==> src/rtl/regfile_sb.sv <==
// Register file with two combinational read ports, one write port, a post-reset clear sweep and a busy scoreboard.
// Define REGFILE_BYPASS_EN to add write-through bypass on both read ports.
module regfile_sb #(
    parameter int DATA_W = 32,
    parameter int ADDR_W = 5
) (
    input  logic              clk,
    input  logic              clr,
    input  logic [ADDR_W-1:0] rna,
    input  logic [ADDR_W-1:0] rnb,
    output logic [DATA_W-1:0] qa,
    output logic [DATA_W-1:0] qb,
    input  logic              we,
    input  logic [ADDR_W-1:0] wn,
    input  logic [DATA_W-1:0] d,
    input  logic              mark,
    input  logic [ADDR_W-1:0] mn,
    output logic              busy_a,
    output logic              busy_b,
    output logic              ready
);

    localparam int DEPTH = 1 << ADDR_W;

    typedef enum logic {CLEAR, RUN} state_t;

    state_t            state;
    state_t            nextState;
    logic [ADDR_W-1:0] cnt;
    logic [DATA_W-1:0] mem [DEPTH];
    logic [DEPTH-1:0]  busy;
    logic [DEPTH-1:0]  busyNext;
    logic              run;
    logic              doWrite;

    assign run     = (state == RUN);
    assign doWrite = run && we && (wn != '0);

    always_ff @(posedge clk) begin
        if (clr) begin
            state <= CLEAR;
        end else begin
            state <= nextState;
        end
    end

    // The sweep ends on the edge that clears the last entry.
    always_comb begin
        nextState = state;
        case (state)
            CLEAR:   if (cnt == '1) nextState = RUN;
            RUN:     nextState = RUN;
            default: nextState = CLEAR;
        endcase
    end

    always_comb begin
        ready = (state == RUN);
    end

    always_ff @(posedge clk) begin
        if (clr) begin
            cnt <= ADDR_W'(1);
        end else if (state == CLEAR) begin
            cnt <= cnt + ADDR_W'(1);
        end
    end

    // Storage has no parallel reset so it can map onto RAM; the sweep zeroes it instead.
    always_ff @(posedge clk) begin
        if (!clr) begin
            if (state == CLEAR) begin
                mem[cnt] <= '0;
            end else if (doWrite) begin
                mem[wn] <= d;
            end
        end
    end

    // Mark is applied after the writeback clear so a same-cycle re-issue keeps the bit set.
    always_comb begin
        busyNext = busy;
        if (doWrite) busyNext[wn] = 1'b0;
        if (run && mark && (mn != '0)) busyNext[mn] = 1'b1;
        busyNext[0] = 1'b0;
    end

    always_ff @(posedge clk) begin
        if (clr) begin
            busy <= '0;
        end else begin
            busy <= busyNext;
        end
    end

`ifdef REGFILE_BYPASS_EN
    logic hitA;
    logic hitB;

    assign hitA = doWrite && (wn == rna);
    assign hitB = doWrite && (wn == rnb);

    always_comb begin
        qa     = '0;
        qb     = '0;
        busy_a = 1'b0;
        busy_b = 1'b0;
        if (run) begin
            if (hitA)             qa = d;
            else if (rna != '0)   qa = mem[rna];
            if (hitB)             qb = d;
            else if (rnb != '0)   qb = mem[rnb];
            busy_a = busy[rna] && !hitA;
            busy_b = busy[rnb] && !hitB;
        end
    end
`else
    always_comb begin
        qa     = '0;
        qb     = '0;
        busy_a = 1'b0;
        busy_b = 1'b0;
        if (run) begin
            if (rna != '0) qa = mem[rna];
            if (rnb != '0) qb = mem[rnb];
            busy_a = busy[rna];
            busy_b = busy[rnb];
        end
    end
`endif

endmodule

==> config.mk <==
export PLATFORM = sky130hd
export DESIGN_NAME = regfile_sb
export DESIGN_NICKNAME = d
export VERILOG_FILES = /design/src/rtl/regfile_sb.sv
export SDC_FILE = /design/constraint.sdc
export NUM_CORES = 1
export LEC_CHECK = 0
export CAP_MARGIN = 20
export CELL_PAD_IN_SITES_DETAIL_PLACEMENT = 1
export CELL_PAD_IN_SITES_GLOBAL_PLACEMENT = 1
export CORE_MARGIN = 2
export CORE_UTILIZATION = 59
export DETAILED_ROUTE_END_ITERATION = 7
export PLACE_DENSITY_LB_ADDON = 0.1
export SYNTH_ARGS = -nofsm -noshare
export SYNTH_HDL_FRONTEND = slang
export SYNTH_SLANG_ARGS = --single-unit
export TNS_END_PERCENT = 1
==> constraint.sdc <==
create_clock -name clk -period 6.3 [get_ports clk]
set_input_delay 1.26 -clock clk [delete_from_list [all_inputs] [get_ports clk]]
set_output_delay 1.26 -clock clk [all_outputs]
set_load 0.1 [all_outputs]
======== After elaboration in Yosys (flattened, before gate mapping) ========
Memories as Yosys holds them, arrays and structs flattened.
Index checks and enable logic that the tools add are counted.
cells by class
  bitwise logic cells ..................... 4
  equal/unequal tests ..................... 1
  add/sub/neg operators ................... 1
  multiplexer cells ....................... 28
  $lt $le $gt $ge ......................... 6
  reduce and logical (&&, ||, !) cells .... 11
operators by type and width
  operator                                                            number
  2-to-1 mux 32 bit                                                   7
  bitwise AND 32 bit                                                  1
  NOT 32 bit                                                          1
  bitwise OR 32 bit                                                   1
  OR reduction 32 bit                                                 1
  < comparator 5 x 6 -> 1 bit (second input constant)                 4
  nonzero test 5 bit                                                  4
  2-to-1 mux 1 bit                                                    15
  binary-select mux 1 bit (select 5 bit)                              2
  demux 1 bit (select 5 bit)                                          2
  greater-or-equal comparator 5 x 1 -> 1 bit (second input constant)  2
  logical AND 1 bit                                                   6
  adder 5 x 1 -> 5 bit (second input constant)                        1
  == test 5 bit (second input constant)                               1
  2-to-1 mux 5 bit                                                    1
  one-hot mux 1 bit (2 select lines)                                  1
  NOT 1 bit                                                           1
word-level totals
  output and inout port bits .............. 67
  RAM bits ................................ 1024
  bits in registers ....................... 38
  memories ................................ 1
memory list
  memory  words  bits a word  rd ports  clocked after Yosys merged registers in  write ports  line  text
  mem     32     32           2         0                                        1            30    logic [DATA_W-1:0] mem [DEPTH];

======== Depth between registers and ports, before layout ========
Gate-level depths: netlist (run 1).
  word-level depth ........................ 9
  depth in mapped cells ................... 9
  gate-level depth less buffers ........... 5

======== Least setup slack after synthesis (run 1) ========
Ideal clock, no wire load.
  path kind ............................... input -> output
  start ................................... input port rnb[0]
  end ..................................... output port qb[13]
  path slack .............................. 1.006 ns
  arrival ................................. 4.034 ns
  stages on the path ...................... 9
  buffers on the path ..................... 5
  data required time ...................... 5.040 ns
  cells stage by stage .................... buf_2 -> buf_6 -> buf_6 -> buf_4 -> buf_2 -> a211oi_1 -> a21oi_1 -> nand3_1 -> a31oi_1
on the way
  cells in the longest elaborated chain, start to end .. 3
  elaborated cells between the ends (all ways) .. 4
RTL lines
  item                                                        line  text
  start: declaration                                          10    input logic [ADDR_W-1:0] rnb,
  memory (32 x 32 bit) or nonzero test 5 bit (tied branches)  -
  2-to-1 mux 32 bit *                                         125   if (rnb != '0) qb = mem[rnb];
  2-to-1 mux 32 bit *                                         123   if (run) begin
  end: declaration                                            12    output logic [DATA_W-1:0] qb,
Mark *: on every way between the ends. The rest lies on a longest branch, timed or not.

======== Worst setup path after layout (run 1) ========
  start ................................... input port rnb[4]
  end ..................................... output port qb[17]
Same word-level chain as after synthesis.

==> summary.md, run 1 <==
| Metric | Value |
|---|---|
| Post-Route WL | `155000 um` |
| Setup TNS | `0 ns` |
| Crit-path cells | `clkdlybuf4s50_1 -> nor2b_1 -> nand2_2 -> buf_16 -> o22ai_1 -> a31o_1 -> buf_12` |
| Root Buffer | `clkbuf_16` |
| # Post-CTS Setup Buffers | `0` |
| Leak | `17.0 nW` |
| Slew Viols, Final | `0` |
| Most frequent cells in the layout | `edfxtp_1, mux4_2, mux2i_1` |
| First-pass GRT wire length | `224000 um` |
| Ports | `123` |
| GRT met1 Usage | `0.473` |
| ANT nets after route | `0` |
| Share of cells above drive strength 1 | `0.324` |
| Setup-failing EPs final | `0` |
| DRC Markers | `0` |
| Sequential-to-total area share from yosys stat | `0.631` |
| Critical Path RT | `5.04 ns` |
| Gpl congestion | `0.869` |
| Critical Path End | `qb[17]` |
| Row count | `106` |
| Relative slew slack | `0.253` |
| Cell Count, Final, Fillers Out | `3870` |
| Mapped Avg Cell Area | `19.9 um^2` |
| Critical path class | `in2out` |
| Arr. time, crit path | `4.41 ns` |
| Met3 Track Usage GR | `0.0713` |
| H-tree levels | `3` |
| FMAX | `176 MHz` |
| Yosys Warn Count | `0` |
| CTS Hold Bufs | `0` |
| Worst R2R Path Depth | `7` |
| Die Span X | `295 um` |
| Number of global-route vias before repair | `31100` |
| Syn nets | `2570` |
| Placeable core area | `83700 um^2` |
| Worst Hold Class | `reg2reg` |
| Synthesized area | `49900 um^2` |
| Critical path startpoint category | `input port` |
| Clk_lat worst skew | `0.68 ns` |
| M2 GR Usage | `0.604` |
| Synth Register Bits | `1061` |
| Slew @ Worst Pin | `1.12 ns` |
| Worst Setup SP | `rnb[4]` |
| Register cell area after layout | `31500 um^2` |
| Largest net degree at the start of global routing | `88` |
| Global routing's busiest layer | `met2` |
| PD cells | `264 nW/um^2` |
| DR vias | `28900` |
| PortBufs | `122` |
| CP max FO | `15` |
| Commonest non-fill, non-tap cell in the layout | `edfxtp_1` |
| Max_cap viols | `0` |
| Synth Instances | `2512` |
| GRT Resource Usage Total | `0.366` |
| DR vias/cell | `7.47` |
| Async SR Flop Fraction | `0` |
| Max incr delay on CP | `0.77 ns` |
| Minimum period implied by the final worst setup slack | `5.67 ns` |
| Die ar. | `87000 um^2` |
| Post-cts resize count | `0` |
| RSZ-0062 raised after global routing | `no` |
| TritonCTS Buffers | `107` |
| Clock sink count | `1061` |
| R2R setup slack | `2.67 ns` |
| EDFF count, synth | `1024` |
| Top_reg_cell synth | `edfxtp_1` |
| Critical R2R Capture | `mem[17][9]` |
| Slowest cell on crit path | `clkdlybuf4s50_1` |
| Drt first pass iters | `6` |
| DP Cell Count | `3649` |
| Crit share post-route | `0.901` |
| P&R area growth vs syn | `13.7%` |
| Status | `finished clean` |
| Final Util | `0.678` |
| TritonCTS clock tree | `built` |
| Final Hold Vio Count | `0` |
| Max Root-Sink Buffers | `3` |
| Initial Util | `0.597` |
| Drt wl/cell | `40.0 um` |
| DRT iter0 DRCs | `3639` |
| Nets | `2699` |
| Worst r2r src | `ready` |
| DP Wirelength | `88700 um` |
| Die Ht | `295 um` |
| Setup WS post-layout | `0.627 ns` |
| Netlist cell types | `53` |
| Area occupied by multi-input gates | `17600 um^2` |
| Dpl ws | `0.667 ns` |
| Remaining global-route overflow | `0` |
| Peak VDD IR | `0.000365 V` |
| CP endpoint kind | `output port` |
| Filler cells | `6548` |
| Initial antenna violation count | `4` |
| Setup Skew | `0.0236 ns` |
| CTS clk-pin slew, worst paths | `0.06 ns` |
==> how the worst min path moves through the flow <==
stage	from	end	slack, ns	cells after the start
after CTS	busy[20]	busy[20]	0.50	2
after floorplan	busy[9]	busy[9]	0.46	2
after global routing	busy[19]	busy[19]	0.53	2
after detailed placement	busy[20]	busy[20]	0.49	2
final	busy[20]	busy[20]	0.51	2
after global placement	busy[29]	busy[29]	0.47	2
==> Yosys cell counts (all sizes together), types with 3 or more instances <==
cell / number / area (um^2)
nor4b: 4 / 35.0
o21ai: 35 / 175
inv: 3 / 11.3
or2: 5 / 31.3
a211oi: 6 / 45.0
nor3: 7 / 35.0
nand3: 15 / 75.1
o22ai: 7 / 43.8
a21oi: 37 / 185
nand2b: 7 / 43.8
a31oi: 10 / 62.6
buf: 141 / 841
mux4: 517 / 11700
and3: 5 / 31.3
or3: 3 / 18.8
a31o: 7 / 61.3
nand4: 5 / 31.3
nor3b: 3 / 22.5
o22a: 56 / 490
a22o: 3 / 26.3
mux2: 4 / 45.0
dfxtp: 37 / 741
edfxtp: 1024 / 30700
and2: 38 / 238
nand3b: 5 / 37.5
clkbuf: 59 / 221
a22oi: 7 / 52.6
nor2b: 21 / 131
nand2: 45 / 169
nor2: 51 / 194
mux2i: 269 / 2690
o221ai: 56 / 490
o311ai: 3 / 43.8
==> power by group <==
group	switching (W)	leakage, nW	internal [W]	total [W]
sequential	0.0000407	8.51	0.00770	0.00774
clock	0.00278	1.69	0.00355	0.00633
combinational	0.000514	6.82	0.000421	0.000934
==> through the flow <==
stage / hold slack (ns) / total power, W / instance area (um^2)
after floorplan: 0.455 / 0.00852 / 49900
after global placement: 0.475 / 0.00878 / 52900
after detailed placement: 0.488 / 0.00881 / 52900
after CTS: 0.498 / 0.0150 / 56300
after global routing: 0.528 / 0.0153 / 56800
final: 0.507 / 0.0150 / 56800
==> kinds of logic after synthesis <==
| logic type | Yosys count | share of synthesized area |
|---|---|---|
| buffers and inverters | 203 | 0.0215 |
| DFF | 1061 | 0.631 |
| adders and majority gates | 2 | 0.000501 |
| muxes | 790 | 0.289 |
| and+or+nand+nor | 217 | 0.0224 |
| xor gates and xnor gates | 2 | 0.000351 |
| AOI/OAI and AO/OA | 237 | 0.0353 |
==> layout make-up <==
class                           instances  area share
Antenna cell                            4    0.000176
Clock buffer                          124      0.0487
Clock inverter                         76      0.0117
Inverter                                3    0.000198
Multi-Input combinational cell       1248       0.311
Sequential cell                      1061       0.555
Tap cell                             1134      0.0250
Timing Repair Buffer                  220      0.0490
==> critical path, delay by kind of cell <==
family	cells	cell delay, ns
buffers and inverters	3	1.35
and+or+nand+nor	2	1.19
AOI/OAI and AO/OA	2	0.57
==> per-layer routing <==
layer | vias up | share of wire
met5 | - | 0.00020
met4 | 4 | 0.054
met3 | 465 | 0.091
met2 | 1791 | 0.50
met1 | 15500 | 0.36
li1 | 11200 | -
==> registers in the layout, summed over array words and instances, names as in the netlist <==
signal and cells:
cnt 5, mem 1024, busy 31, ready 1
Power figures use the tool's default switching activity.
==> run 2, diff against run 1 <==
Settings changed: CAP_MARGIN 20 to 10.
==> run 2 against run 1 <==
Core utilization decreased by 0.47 points; cell area is 0.70% lower; critical path type unchanged; setup slack got worse by 0.22 ns; final cell count is 0.47% lower; register-to-register slack gained 0.03 ns; total power hardly changed; sequential power about the same; routed wire length fell by 0.29%; first-iteration DRC count is 3.5% higher.
==> summary.md, run 2 (same netlist as run 1, synthesis figures left out) <==
| Metric | Value |
|---|---|
| Arr. time, crit path | `4.63 ns (+0.22 ns)` |
| Final Hold Vio Count | `0 (unchanged)` |
| H-tree levels | `3 (unchanged)` |
| Die Span X | `295 um (unchanged)` |
| Met3 Track Usage GR | `0.0713 (unchanged)` |
| PortBufs | `122 (unchanged)` |
| Slew @ Worst Pin | `1.28 ns (+0.161 ns)` |
| # Post-CTS Setup Buffers | `0 (unchanged)` |
| Crit share post-route | `0.935 (+0.0345)` |
| Initial Util | `0.597 (unchanged)` |
| Max_cap viols | `0 (unchanged)` |
| DRT iter0 DRCs | `3767 (+3.5%)` |
| Root Buffer | `clkbuf_16` |
| DRC Markers | `0 (unchanged)` |
| GRT Resource Usage Total | `0.366 (unchanged)` |
| Global routing's busiest layer | `met2` |
| Clk_lat worst skew | `0.68 ns (about the same)` |
| Ports | `123 (unchanged)` |
| Worst Hold Class | `reg2reg` |
| Relative slew slack | `0.147 (-0.106)` |
| CP endpoint kind | `output port` |
| Placeable core area | `83700 um^2 (unchanged)` |
| R2R setup slack | `2.70 ns (+0.03 ns)` |
| Die Ht | `295 um (unchanged)` |
| Drt first pass iters | `5 (-1)` |
| DP Wirelength | `88700 um (unchanged)` |
| PD cells | `266 nW/um^2 (+0.72%)` |
| Die ar. | `87000 um^2 (unchanged)` |
| Post-cts resize count | `0 (unchanged)` |
| Peak VDD IR | `0.000362 V (-0.63%)` |
| TritonCTS Buffers | `107 (unchanged)` |
| Largest regs | `mem: 1024 flops, busy: 31 flops, cnt: 5 flops` |
| Gpl congestion | `0.869 (unchanged)` |
| P&R area growth vs syn | `12.9%` |
| M2 GR Usage | `0.604 (unchanged)` |
| Max reg flops | `1024 (unchanged)` |
| RSZ-0062 raised after global routing | `no` |
| Initial antenna violation count | `4 (unchanged)` |
| DR vias | `28700 (-0.79%)` |
| Largest net degree at the start of global routing | `88 (unchanged)` |
| Slew Viols, Final | `0 (unchanged)` |
| ANT nets after route | `0 (unchanged)` |
| Critical path class | `in2out` |
| Nets | `2683 (-0.59%)` |
| Commonest non-fill, non-tap cell in the layout | `edfxtp_1` |
| Status | `finished clean` |
| Leak | `16.9 nW (-1.0%)` |
| TritonCTS clock tree | `built` |
| Setup Skew | `0.0180 ns (-0.00564 ns)` |
| Number of global-route vias before repair | `31100 (unchanged)` |
| CTS Hold Bufs | `0 (unchanged)` |
| First-pass GRT wire length | `224000 um (unchanged)` |
| Row count | `106 (unchanged)` |
| Drt wl/cell | `40.1 um (+0.18%)` |
| Share of cells above drive strength 1 | `0.320 (-0.00398)` |
| Setup-failing EPs final | `0 (unchanged)` |
| Critical Path RT | `5.04 ns (about the same)` |
| GRT met1 Usage | `0.473 (unchanged)` |
| Max Root-Sink Buffers | `3 (unchanged)` |
| Largest reg by FF count | `mem` |
| FMAX | `170 MHz (-3.7%)` |
| Setup TNS | `0 ns (unchanged)` |
| Remaining global-route overflow | `0 (unchanged)` |
| Clock sink count | `1061 (unchanged)` |
| Minimum period implied by the final worst setup slack | `5.89 ns (+0.217 ns)` |
| Post-Route WL | `154000 um (-0.29%)` |
| Hold WS | `0.506 ns (-0.000676 ns)` |
| CP max FO | `28 (+13)` |
| DR vias/cell | `7.45 (-0.32%)` |
| CTS clk-pin slew, worst paths | `0.06 ns (about the same)` |
| Critical path startpoint category | `input port` |
| Most frequent cells in the layout | `edfxtp_1, mux4_2, mux2i_1` |
==> run 2: changes by cell type in the layout (fill, tap and decap cells not counted) <==
cell       change
buf_6          -1
buf_12         -2
buf_16        -10
diode_2        -2
buf_8          -1
clkbuf_16      -2
==> run 2: area by class of cell <==
cell class | instances | area (um^2)
clock buffer | 124 | 2760
sequential | 1061 | 31500
tap | 1134 | 1420
multi-input combinational | 1248 | 17600
inverter | 3 | 11.3
antenna | 2 | 5.00
fill | 6582 | 27300
timing repair buffer | 204 | 2390
clock inverter | 76 | 667
==> run 2: critical path: stages <==
cell	delay (ns)
clkdlybuf4s50_1	0.78
nor2b_1	0.63
nand2_2	0.84
o22ai_1	0.51
a31o_1	0.35
buf_12	0.22
==> run 2: worst paths after layout <==
check	to	cells after the start	startpoint
worst max-delay path	qb[16]	6	rnb[4]
worst min register to register	busy[20]	2	busy[20]
worst max register to register	mem[16][9]	7	ready
worst min-delay path	busy[20]	2	busy[20]
==> run 2: per-layer routing <==
layer / part of all wire / vias to the layer above / wire, um
li1: - / 11200 / -
met1: 0.35 / 15300 / 53600
met2: 0.50 / 1832 / 77500
met3: 0.098 / 420 / 15100
met4: 0.053 / 6 / 8140
met5: 0.00029 / - / 44
==> run 2: stage by stage <==
stage / std cells / power, W / cell area [um^2] / worst slack (ns) / util
6_report: 3852 / 0.0150 / 56400 / 0.409 / 0.674
5_1_grt: 3850 / 0.0153 / 56400 / 0.426 / 0.674
4_1_cts: 3849 / 0.0150 / 56300 / 0.606 / 0.673
3_5_place_dp: 3649 / 0.00881 / 52900 / 0.667 / 0.632
3_3_place_gp: 3649 / 0.00878 / 52900 / 0.776 / 0.632
2_1_floorplan: 2512 / 0.00852 / 49900 / 1.01 / -
==> run 2: power breakdown <==
part | switching, W | internal, W
clock | 0.00278 | 0.00355
combinational | 0.000513 | 0.000421
sequential | 0.0000404 | 0.00770
total | 0.00333 | 0.0117
